--- src/rtl/pipeline_pkg.sv ---
// Shared types and defaults for the ID/EX pipeline register and its hazard logic.
// The stall performance counter is built only when STALL_PERF_CNT_EN is defined.
package pipeline_pkg;

  localparam int DATA_W_DEF  = 32;
  localparam int REG_AW_DEF  = 5;
  localparam int ALUOP_W_DEF = 4;

  // Register 0 is hard-wired zero, so it never creates a dependency.
  localparam int REG_ZERO = 0;

  typedef enum logic {
    RUN   = 1'b0,
    HOLD1 = 1'b1
  } hz_state_e;

  // Number of stall cycles a hazard requires.
  localparam logic [1:0] NEED_NONE = 2'd0;
  localparam logic [1:0] NEED_ONE  = 2'd1;
  localparam logic [1:0] NEED_TWO  = 2'd2;

endpackage

--- src/rtl/id_hazard_detect.sv ---
// Combinational hazard classifier: how many stall cycles the instruction in ID needs
// before its operands can be delivered by forwarding.
module id_hazard_detect
  import pipeline_pkg::*;
#(
  parameter int REG_AW = REG_AW_DEF
) (
  input  logic              en_i,
  input  logic [REG_AW-1:0] id_rs_i,
  input  logic [REG_AW-1:0] id_rt_i,
  input  logic              id_branch_i,
  input  logic [REG_AW-1:0] idex_rd_i,
  input  logic              idex_mem_read_i,
  input  logic              idex_reg_write_i,
  input  logic [REG_AW-1:0] exmem_rd_i,
  input  logic              exmem_mem_read_i,
  output logic [1:0]        need_o
);

  localparam logic [REG_AW-1:0] RZ = REG_AW'(REG_ZERO);

  function automatic logic src_match(input logic [REG_AW-1:0] rd,
                                     input logic [REG_AW-1:0] rs,
                                     input logic [REG_AW-1:0] rt);
    return (rd != RZ) && ((rd == rs) || (rd == rt));
  endfunction

  logic idex_hit;
  logic exmem_hit;

  assign idex_hit  = src_match(idex_rd_i, id_rs_i, id_rt_i);
  assign exmem_hit = src_match(exmem_rd_i, id_rs_i, id_rt_i);

  // A branch resolves in ID, so a load feeding it must also clear MEM: two bubbles.
  always_comb begin
    need_o = NEED_NONE;
    if (en_i) begin
      if (idex_mem_read_i && idex_hit) begin
        need_o = id_branch_i ? NEED_TWO : NEED_ONE;
      end else if (id_branch_i && idex_reg_write_i && idex_hit) begin
        need_o = NEED_ONE;
      end else if (id_branch_i && exmem_mem_read_i && exmem_hit) begin
        need_o = NEED_ONE;
      end
    end
  end

endmodule

--- src/rtl/id_ex_hazard_stage.sv ---
// ID/EX pipeline register with load-use / branch-operand stall generation.
// Define STALL_PERF_CNT_EN to build the saturating stall-cycle counter.
module id_ex_hazard_stage
  import pipeline_pkg::*;
#(
  parameter int DATA_W  = DATA_W_DEF,
  parameter int REG_AW  = REG_AW_DEF,
  parameter int ALUOP_W = ALUOP_W_DEF
) (
  input  logic               clk,
  input  logic               reset,
  input  logic               id_valid,
  input  logic [REG_AW-1:0]  id_rs,
  input  logic [REG_AW-1:0]  id_rt,
  input  logic [REG_AW-1:0]  id_rd,
  input  logic               id_reg_write,
  input  logic               id_mem_read,
  input  logic               id_mem_write,
  input  logic               id_mem_to_reg,
  input  logic               id_alu_src,
  input  logic               id_branch,
  input  logic [ALUOP_W-1:0] id_alu_op,
  input  logic [DATA_W-1:0]  id_read_data1,
  input  logic [DATA_W-1:0]  id_read_data2,
  input  logic [DATA_W-1:0]  id_imm,
  input  logic [REG_AW-1:0]  ex_mem_rd,
  input  logic               ex_mem_mem_read,
  input  logic               ex_flush,
  output logic               pc_write,
  output logic               if_id_write,
  output logic               stall,
  output logic               ID_EX_valid,
  output logic               ID_EX_reg_write,
  output logic               ID_EX_mem_read,
  output logic               ID_EX_mem_write,
  output logic               ID_EX_mem_to_reg,
  output logic               ID_EX_alu_src,
  output logic [REG_AW-1:0]  ID_EX_rs,
  output logic [REG_AW-1:0]  ID_EX_rt,
  output logic [REG_AW-1:0]  ID_EX_rd,
  output logic [ALUOP_W-1:0] ID_EX_alu_op,
  output logic [DATA_W-1:0]  ID_EX_read_data1,
  output logic [DATA_W-1:0]  ID_EX_read_data2,
  output logic [DATA_W-1:0]  ID_EX_imm,
  output logic [31:0]        stall_count
);

  typedef struct packed {
    logic               valid;
    logic               reg_write;
    logic               mem_read;
    logic               mem_write;
    logic               mem_to_reg;
    logic               alu_src;
    logic [REG_AW-1:0]  rs;
    logic [REG_AW-1:0]  rt;
    logic [REG_AW-1:0]  rd;
    logic [ALUOP_W-1:0] alu_op;
    logic [DATA_W-1:0]  rd1;
    logic [DATA_W-1:0]  rd2;
    logic [DATA_W-1:0]  imm;
  } idex_t;

  hz_state_e  state_q, state_d;
  idex_t      idex_q, idex_d;
  logic [1:0] need;

  id_hazard_detect #(.REG_AW(REG_AW)) u_detect (
    .en_i             ((state_q == RUN) && id_valid && !ex_flush),
    .id_rs_i          (id_rs),
    .id_rt_i          (id_rt),
    .id_branch_i      (id_branch),
    .idex_rd_i        (idex_q.rd),
    .idex_mem_read_i  (idex_q.mem_read),
    .idex_reg_write_i (idex_q.reg_write),
    .exmem_rd_i       (ex_mem_rd),
    .exmem_mem_read_i (ex_mem_mem_read),
    .need_o           (need)
  );

  // A redirect overrides any pending stall: the waiting instruction is dead anyway.
  always_comb begin
    state_d = state_q;
    stall   = 1'b0;
    if (ex_flush) begin
      state_d = RUN;
    end else begin
      case (state_q)
        RUN: begin
          stall   = (need != NEED_NONE);
          state_d = (need == NEED_TWO) ? HOLD1 : RUN;
        end
        HOLD1: begin
          stall   = 1'b1;
          state_d = RUN;
        end
        default: state_d = RUN;
      endcase
    end
  end

  assign pc_write    = ~stall;
  assign if_id_write = ~stall;

  always_comb begin
    idex_d = '{valid: id_valid, reg_write: id_reg_write, mem_read: id_mem_read,
               mem_write: id_mem_write, mem_to_reg: id_mem_to_reg, alu_src: id_alu_src,
               rs: id_rs, rt: id_rt, rd: id_rd, alu_op: id_alu_op,
               rd1: id_read_data1, rd2: id_read_data2, imm: id_imm};
    if (ex_flush || stall) begin
      idex_d = '0;
    end
  end

  // ID -> EX boundary
  always_ff @(posedge clk) begin
    if (reset) begin
      state_q <= RUN;
      idex_q  <= '0;
    end else begin
      state_q <= state_d;
      idex_q  <= idex_d;
    end
  end

  assign ID_EX_valid      = idex_q.valid;
  assign ID_EX_reg_write  = idex_q.reg_write;
  assign ID_EX_mem_read   = idex_q.mem_read;
  assign ID_EX_mem_write  = idex_q.mem_write;
  assign ID_EX_mem_to_reg = idex_q.mem_to_reg;
  assign ID_EX_alu_src    = idex_q.alu_src;
  assign ID_EX_rs         = idex_q.rs;
  assign ID_EX_rt         = idex_q.rt;
  assign ID_EX_rd         = idex_q.rd;
  assign ID_EX_alu_op     = idex_q.alu_op;
  assign ID_EX_read_data1 = idex_q.rd1;
  assign ID_EX_read_data2 = idex_q.rd2;
  assign ID_EX_imm        = idex_q.imm;

`ifdef STALL_PERF_CNT_EN
  logic [31:0] cnt_q, cnt_d;

  function automatic logic [31:0] sat_inc(input logic [31:0] v);
    return (v == 32'hFFFF_FFFF) ? v : v + 32'd1;
  endfunction

  always_comb begin
    cnt_d = cnt_q;
    if (stall) begin
      cnt_d = sat_inc(cnt_q);
    end
  end

  always_ff @(posedge clk) begin
    if (reset) begin
      cnt_q <= '0;
    end else begin
      cnt_q <= cnt_d;
    end
  end

  assign stall_count = cnt_q;
`else
  assign stall_count = '0;
`endif

endmodule

--- config.mk ---
export PLATFORM = sky130hd
export DESIGN_NAME = id_ex_hazard_stage
export DESIGN_NICKNAME = d
export VERILOG_FILES = /design/src/rtl/pipeline_pkg.sv /design/src/rtl/id_hazard_detect.sv /design/src/rtl/id_ex_hazard_stage.sv
export SDC_FILE = /design/constraint.sdc
export NUM_CORES = 1
export LEC_CHECK = 0
export CELL_PAD_IN_SITES_DETAIL_PLACEMENT = 0
export CELL_PAD_IN_SITES_GLOBAL_PLACEMENT = 1
export CORE_MARGIN = 2
export CORE_UTILIZATION = 24
export DETAILED_ROUTE_END_ITERATION = 16
export GPL_TIMING_DRIVEN = 0
export HOLD_SLACK_MARGIN = 0.02
export PLACE_DENSITY_LB_ADDON = 0.1
export SYNTH_ARGS = -nofsm -noshare
export SYNTH_HDL_FRONTEND = slang
export SYNTH_SLANG_ARGS = --single-unit
--- constraint.sdc ---
create_clock -name clk -period 2.8 [get_ports clk]
set_clock_uncertainty 0.2 [all_clocks]
set_input_delay 0.42 -clock clk [delete_from_list [all_inputs] [get_ports clk]]
set_output_delay 0.42 -clock clk [all_outputs]
set_load 0.02 [all_outputs]
# After elaboration in Yosys (flattened, before gate mapping)
# Cells that the tools add are included.
[classes]
n_eq_ne = 5
n_mux = 9
bitwise = 2
reduce_logical = 18
[ops]
columns = ["operator", "n"]
rows = [
  ["5-bit == test", 4],
  ["5-bit nonzero test", 2],
  ["1-bit logical AND", 9],
  ["2-bit two-way mux", 4],
  ["1-bit case mux with 2 select lines", 2],
  ["2-bit OR reduction", 2],
  ["1-bit logical OR", 3],
  ["1-bit two-way mux", 3],
  ["2-bit == test (second input constant)", 1],
  ["1-bit NOT", 2],
  ["2-bit nonzero test", 1],
  ["1-bit zero test", 1],
]
[totals]
register_bits = 122
inputBits = 131
out_inout_bits = 156
elab_cells = 48

# Longest topological paths before layout
# Gate-level depths: netlist of run 1.
[logic_depth]
word_depth = 13
depth_mapped = 7

# Hierarchy
# A second synthesis of run 1 with hierarchy kept.
[hier_totals]
hier_cells = 350
hier_area_um2 = 4005.1
[modules_own_cells]
columns = ["mod", "instances", "cells_each", "area_per_inst_um2", "seq_area_each_um2"]
rows = [
  ["id_ex_hazard_stage", 1, 310, 3673.5, 2442.3],
  ["id_hazard_detect", 1, 40, 331.6, 0.0],
]

# Worst setup path before layout of run 1
# Ideal clock, no wire load.
[synth_timing]
kind = "input port to output port"
from = "in ex_mem_rd[2]"
to = "out pc_write"
t_arrival_ns = 2.079
t_required_ns = 2.180
slack_ns = 0.101
path_stages = 6
path_buffers = 2
cell_sequence = "or4_1 -> o2111ai_2 -> o32ai_4 -> buf_6 -> o21bai_1 -> buf_4"
[synth_between]
elab_chain_cells = 12
[synth_lines]
columns = ["element", "line_no", "text"]
rows = [
  ["start, declared", "id_ex_hazard_stage.sv:26", "input logic [REG_AW-1:0] ex_mem_rd,"],
  ["5-bit == test", "id_hazard_detect.sv:25", "return (rd != RZ) && ((rd == rs) || (rd == rt));"],
  ["1-bit logical OR", "id_hazard_detect.sv:25", ""],
  ["1-bit logical AND *", "id_hazard_detect.sv:25", ""],
  ["1-bit logical AND *", "id_hazard_detect.sv:42", "end else if (id_branch_i && exmem_mem_read_i && exmem_hit) begin"],
  ["1-bit two-way mux *", "id_hazard_detect.sv:42", ""],
  ["2-bit two-way mux *", "id_hazard_detect.sv:40", "end else if (id_branch_i && idex_reg_write_i && idex_hit) begin"],
  ["2-bit two-way mux *", "id_hazard_detect.sv:38", "if (idex_mem_read_i && idex_hit) begin"],
  ["2-bit two-way mux *", "id_hazard_detect.sv:37", "if (en_i) begin"],
  ["2-bit nonzero test *", "id_ex_hazard_stage.sv:90", "stall = (need != NEED_NONE);"],
  ["1-bit case mux with 2 select lines *", "id_ex_hazard_stage.sv:88", "case (state_q)"],
  ["1-bit two-way mux *", "id_ex_hazard_stage.sv:85", "if (ex_flush) begin"],
  ["1-bit NOT *", "n/a", ""],
  ["end, declared", "id_ex_hazard_stage.sv:29", "output logic pc_write,"],
]
# Every way passes the cells marked *; elsewhere a longest branch is shown, timed or not.

# Final worst setup path of run 1
[layout_timing]
from = "in id_rt[2]"
to = "out pc_write"
[layout_between]
elab_chain_cells = 12
[layout_lines]
columns = ["element", "line_no", "text"]
rows = [
  ["start, declared", "id_ex_hazard_stage.sv:14", "input logic [REG_AW-1:0] id_rt,"],
  ["5-bit == test", "id_hazard_detect.sv:25", ""],
  ["1-bit logical OR", "id_hazard_detect.sv:25", ""],
  ["1-bit logical AND", "id_hazard_detect.sv:25", ""],
  ["1-bit logical AND", "id_hazard_detect.sv:42", ""],
  ["1-bit two-way mux", "id_hazard_detect.sv:42", ""],
  ["2-bit two-way mux", "id_hazard_detect.sv:40", ""],
  ["2-bit two-way mux *", "id_hazard_detect.sv:38", ""],
  ["2-bit two-way mux *", "id_hazard_detect.sv:37", ""],
  ["2-bit nonzero test *", "id_ex_hazard_stage.sv:90", ""],
  ["1-bit case mux with 2 select lines *", "id_ex_hazard_stage.sv:88", ""],
  ["1-bit two-way mux *", "id_ex_hazard_stage.sv:85", ""],
  ["1-bit NOT *", "id_ex_hazard_stage.sv:102", "assign pc_write = ~stall;"],
]
# Marked as above.

==> results of run 1 <==
power by group through the flow:
stage,Combinational [uW],Clock (uW),Sequential [uW]
floorplan,188,0,1960
global placement,650,0,1870
detailed placement,651,0,1870
CTS,659,2500,1830
global route,703,2580,1840
finish,653,2430,1830
routing by layer:
metal,vias up,track usage (%)
li1,1963,-
met1,1635,16.1
met2,173,22.8
met3,9,7.67
met4,0,4.34
met5,-,0
metrics by stage:
step	std cells	utilization [%]	setup slack [ns]	total power [uW]
floorplan	496	-	0.101	2150
global placement	975	41.5	-0.894	2520
detailed placement	975	41.5	-0.887	2520
CTS	1009	45.6	-0.00619	4990
global route	1009	45.8	-0.0134	5120
finish	1009	45.8	0.0613	4910
cell usage after synthesis (all sizes together) (2+ instances only):
cell and count:
nand2 121, dfxtp 122, a22oi 2, clkbuf 18, or4 2, xor2 20
nor3 6, buf 41, nor2 125
worst register-to-register path: cells and delay by family (launching register included):
| kind | cells | cell delay, ns |
|---|---|---|
| flip-flops | 1 | 0.35 |
| buffers and inverters | 2 | 0.95 |
| AND/OR/NAND/NOR | 3 | 0.74 |
layout make-up:
cell class / instances / area, um2 / share of cell area [%]
Timing Repair Buffer: 257 / 2560 / 32.7
Tap cell: 225 / 282 / 3.59
Buffer: 58 / 394 / 5.03
Clock inverter: 11 / 191 / 2.44
Multi-Input combinational cell: 315 / 1490 / 19.0
Sequential cell: 122 / 2450 / 31.2
Clock buffer: 21 / 470 / 6.00
repair_timing:
| item | CTS | global route |
|---|---|---|
| setup endpoints to repair | 3 | 82 |
| resized for setup | 34 | 8 |
| setup buffers | 2 | 1 |
| pin swaps | 5 | 4 |
cell families (layout without fill, tap and decap cells):
logic type             after synthesis  in the layout  share of synthesized area (%)
flip-flops                         122            122                           58.7
AND/OR/NAND/NOR                    255            255                           25.2
XOR/XNOR                            20             20                           4.21
other                                1             32                         0.0901
buffers and inverters               59            347                           9.74
AO/OA/AOI/OAI                        8              8                           2.04
worst min path at each step:
stage,slack (ns),startpoint,end
after CTS,0.22,id_rs[1],ID_EX_rs[1]
after global placement,0.28,ID_EX_mem_read,state_q
after floorplan,0.33,id_alu_op[0],ID_EX_alu_op[0]
after global routing,0.11,id_rs[2],ID_EX_rs[2]
final,0.13,id_rs[2],ID_EX_rs[2]
after detailed placement,0.28,ID_EX_mem_read,state_q
==> results.toml, run 1 <==
[run_status]
status = "finished clean"

[worst_setup_path]
cp.depth = 9
arrival_ns = 2.12
cp_slowest_cell = "clkdlybuf4s50_1"
end_kind = "output pin"
startpoint = "id_rt[2]"
cp_max_fo = 4
max_stage_delay_ns = 0.49
reg2reg_setup_slack_ns = 0.51
ff2ff_path_depth = 5
cp_top_family = "buffers and inverters"
r2r_start = "state_q"
crit_chain = "clkdlybuf4s50_1, xor2_1, nor2_1, a22oi_2, o32ai_4, buf_12, o21bai_4, buf_4, buf_4"
crit_top_cell = "buf_4"
setup.worst_path.start_class = "primary input"
crit_required_ns = 2.18
critPathBufInv = 4
crit_type = "primary input to output pin"
endpoint = "pc_write"
worstReg2RegEnd = "ID_EX_read_data1[2]"

[global_routing]
overflow = 0
grt_pass1_vias = 3727
grt_pass1_wl_um = 19500
grt_max_degree = 17
grt_usage_pct = 14.2
antenna_found_initial = 0

[timing]
hold_ws_ns = 0.131
period_minus_slack_ns = 2.74
setup_tns_ns = 0
setup_viol = 0
period_share_pct = 97.8
fmax_mhz = 365
maxSlewHeadroom_pct = 58.0
slew_viol_final = 0
finalHoldViolCount = 0
tightest_slew_ns = 0.630

[power]
pwr_density_cell_nw_per_um2 = 627
leakagePower_uw = 0.00340
switchingPower_uw = 1100
p_comb_share_pct = 13.3
ir_drop_v = 0.000364
p_clk_share_pct = 49.4
p_seq_share_pct = 37.3
cellInternalPower_uw = 3810
switching_share_pct = 22.4

[placed_design]
hpwlAfterDp_um = 10000
place.port_buffers = 254
gp_congestion = 0.701
placed_area_um2 = 7100

[layout]
area_growth_pct = 88.4
antennaDiodeCount = 0
drive_gt1_share_pct = 13.1
final_common_cell = "clkdlybuf4s50_1"
nFillCells = 1682
final_nets = 902
stdcell_area_um2 = 7840
most-common-layout-cells = "clkdlybuf4s50_1, nand2_1, dfxtp_1"

[routing]
dr.pass1.iters = 4
m1WireLength_um = 5240
wl_per_cell_um = 12.9
drt-total-wl_um = 13000
antenna_left = 0
vias_per_cell = 3.75
drt_iter0_drc = 140
wl_met3_um = 1420
remaining_drc_errors = 0
vias = 3780
wl_met2_um = 6210
top_layer = "met4"

[floorplanning]
die_w_um = 136
pin_count = 287
rows = 48
initial_core_util_pct = 24.3
coreArea_um2 = 17100
die_y_um = 136
dieArea_um2 = 18400

[logic_synthesis]
synth_edf_count = 0
yosysTopAreaCell = "dfxtp_1"
synthCells = 465
yosys_warnings = 0
syn_area_um2 = 4160
ys_top_cells_by_area = "dfxtp_1, nand2_1, nor2_1"
async_flop_share_pct = 0
synth-seq-area-share_pct = 58.7
synth_seq_cells = 122
synth-main-ff-cell = "dfxtp_1"
netlist.area_leader.share_pct = 58.7
post_synth.cell_area_avg_um2 = 8.95
synth_cell_types = 19

[worst_hold_path]
hold_depth = 3
hp-class = "primary input to register"

[clock_tree]
cts.clk_slew.worst_paths_ns = 0.06
clockRootBuffer = "clkbuf_16"
cts_hold_buf = 0
htree_levels = 4
cts_tree = "built"
cts_buffers = 17
clockBufferDepth = 2
clkSinkCount = 122
worstSkewPairLatency_ns = 0.41

[run]
drv_cap = 0
No activity file was read; power rests on OpenSTA's default activity.
==> run 2, diff against run 1 <==
Settings changed: PLACE_DENSITY from default to 0.78, PLACE_DENSITY_LB_ADDON 0.1 to default.
==> results.toml, run 2 (synthesis gave the netlist of run 1 again) <==
[run_status]
status = "finished clean"

[routing]
dr.pass1.iters = 4
wl_per_cell_um = 13.0
drt-total-wl_um = 13100
vias_per_cell = 3.81
drt_iter0_drc = 111
vias = 3852
antenna_left = 0
remaining_drc_errors = 0

[clock_tree]
clkSinkCount = 122
htree_levels = 4
clockBufferDepth = 2
cts_buffers = 17
worstSkewPairLatency_ns = 0.41
clockRootBuffer = "clkbuf_16"
cts.clk_slew.worst_paths_ns = 0.06
cts_tree = "built"

[layout]
antennaDiodeCount = 0
area_growth_pct = 87.3
final_nets = 904
final_common_cell = "clkdlybuf4s50_1"
multi_input_area_um2 = 1480
ff_latch_area_um2 = 2450
nFillCells = 1703
most-common-layout-cells = "clkdlybuf4s50_1, nand2_1, dfxtp_1"
drive_gt1_share_pct = 13.4

[worst_setup_path]
crit_required_ns = 2.18
setup.worst_path.start_class = "primary input"
cp_max_fo = 4
crit_chain = "dlygate4sd2_1, or4_4, o2111ai_2, o32ai_4, buf_8, o21bai_4, buf_4, buf_4"
crit_top_cell = "buf_4"
crit_type = "primary input to output pin"
end_kind = "output pin"
max_stage_delay_ns = 0.54
arrival_ns = 2.11
cp_slowest_cell = "or4_4"

[global_routing]
top_usage_layer = "met2"
antenna_found_initial = 0
overflow = 0
global_route.usage.met1_pct = 15.5
grt_pass1_vias = 3774
grt.met3_usage_pct = 7.33
grt_max_degree = 17
grt.met2_usage_pct = 23.6
grt_usage_pct = 14.2
grt_pass1_wl_um = 20000

[power]
finalPower_uw = 4710
pwr_density_cell_nw_per_um2 = 604
leakagePower_uw = 0.00342
ir_drop_v = 0.000379

[timing]
tightest_slew_ns = 0.627
period_minus_slack_ns = 2.73
period_share_pct = 97.6
finalWorstSetupSlack_ns = 0.0675
rsz0062_at_grt = "false"
setup_viol = 0
slew_viol_final = 0
maxSlewHeadroom_pct = 58.2
finalHoldViolCount = 0
fmax_mhz = 366

[placed_design]
place_ws_ns = -0.889
gp_congestion = 0.721
hpwlAfterDp_um = 9940
place.port_buffers = 254

[floorplanning]
dieArea_um2 = 18400
die_y_um = 136
die_w_um = 136
coreArea_um2 = 17100
pin_count = 287
rows = 48
initial_core_util_pct = 24.3

[run]
drv_cap = 0

[worst_hold_path]
hp-class = "primary input to register"
==> run 2: cell count changes in the layout (fill, tap and decap cells not counted), moves of 2 or more <==
cell             before  now
clkinv_4              1    4
clkdlybuf4s50_1     238  236
buf_4                36   38
bufinv_16             5    3
clkbuf_8              3    0
inv_6                 0    2
dlymetal6s2s_1        3    7
dlygate4sd2_1        10    8
==> run 2: worst max-delay path: cells and delay by family <==
family          cells  cell delay (ns)
compound gates      3             0.49
buf+inv             4             0.66
simple gates        1             0.54
==> run 2: final timing paths <==
| check | depth (start not counted) | start | slack [ns] | to |
|---|---|---|---|---|
| hold / removal | 3 | id_rt[0] | 0.13 | ID_EX_rt[0] |
| setup reg to reg | 5 | state_q | 0.54 | ID_EX_read_data2[10] |
| setup / recovery | 8 | ex_mem_rd[2] | 0.07 | pc_write |
| hold reg to reg | 2 | ID_EX_mem_read | 0.30 | state_q |
==> run 2: cell type report <==
cell class,count,area share [%]
Buffer,59,5.25
Multi-Input combinational cell,315,19.0
Clock buffer,18,5.51
Sequential cell,122,31.4
Timing Repair Buffer,258,33.0
Tap cell,225,3.61
Clock inverter,14,2.22
==> run 2: per-layer routing <==
metal	up-vias	share of wire, %
met5	-	0
met4	0	1.3
met3	13	13
met2	203	46
met1	1672	40
li1	1964	-
==> run 2: timing repair <==
| action | in CTS | in global routing |
|---|---|---|
| pin swaps | 4 | 3 |
| resized for setup | 30 | 13 |
| hold buffers | 0 | 0 |
| endpoints found under the setup margin | 3 | 10 |
| buffers inserted | 4 | 0 |
==> run 2: power breakdown <==
part	internal [uW]	switching, uW	total (uW)
sequential	1810	22.3	1830
combinational	357	299	656
clock	1400	817	2220
total	3570	1140	4710
==> run 2: per-stage QoR <==
step	hold WS (ns)	area, um2	setup TNS [ns]	std cells	utilization [%]
2_1_floorplan	0.334	4280	0	496	-
3_3_place_gp	0.280	7100	-23.41	975	41.5
3_5_place_dp	0.287	7100	-24.17	975	41.5
4_1_cts	0.228	7750	0	1011	45.3
5_1_grt	0.137	7790	0	1011	45.5
6_report	0.128	7790	0	1011	45.5
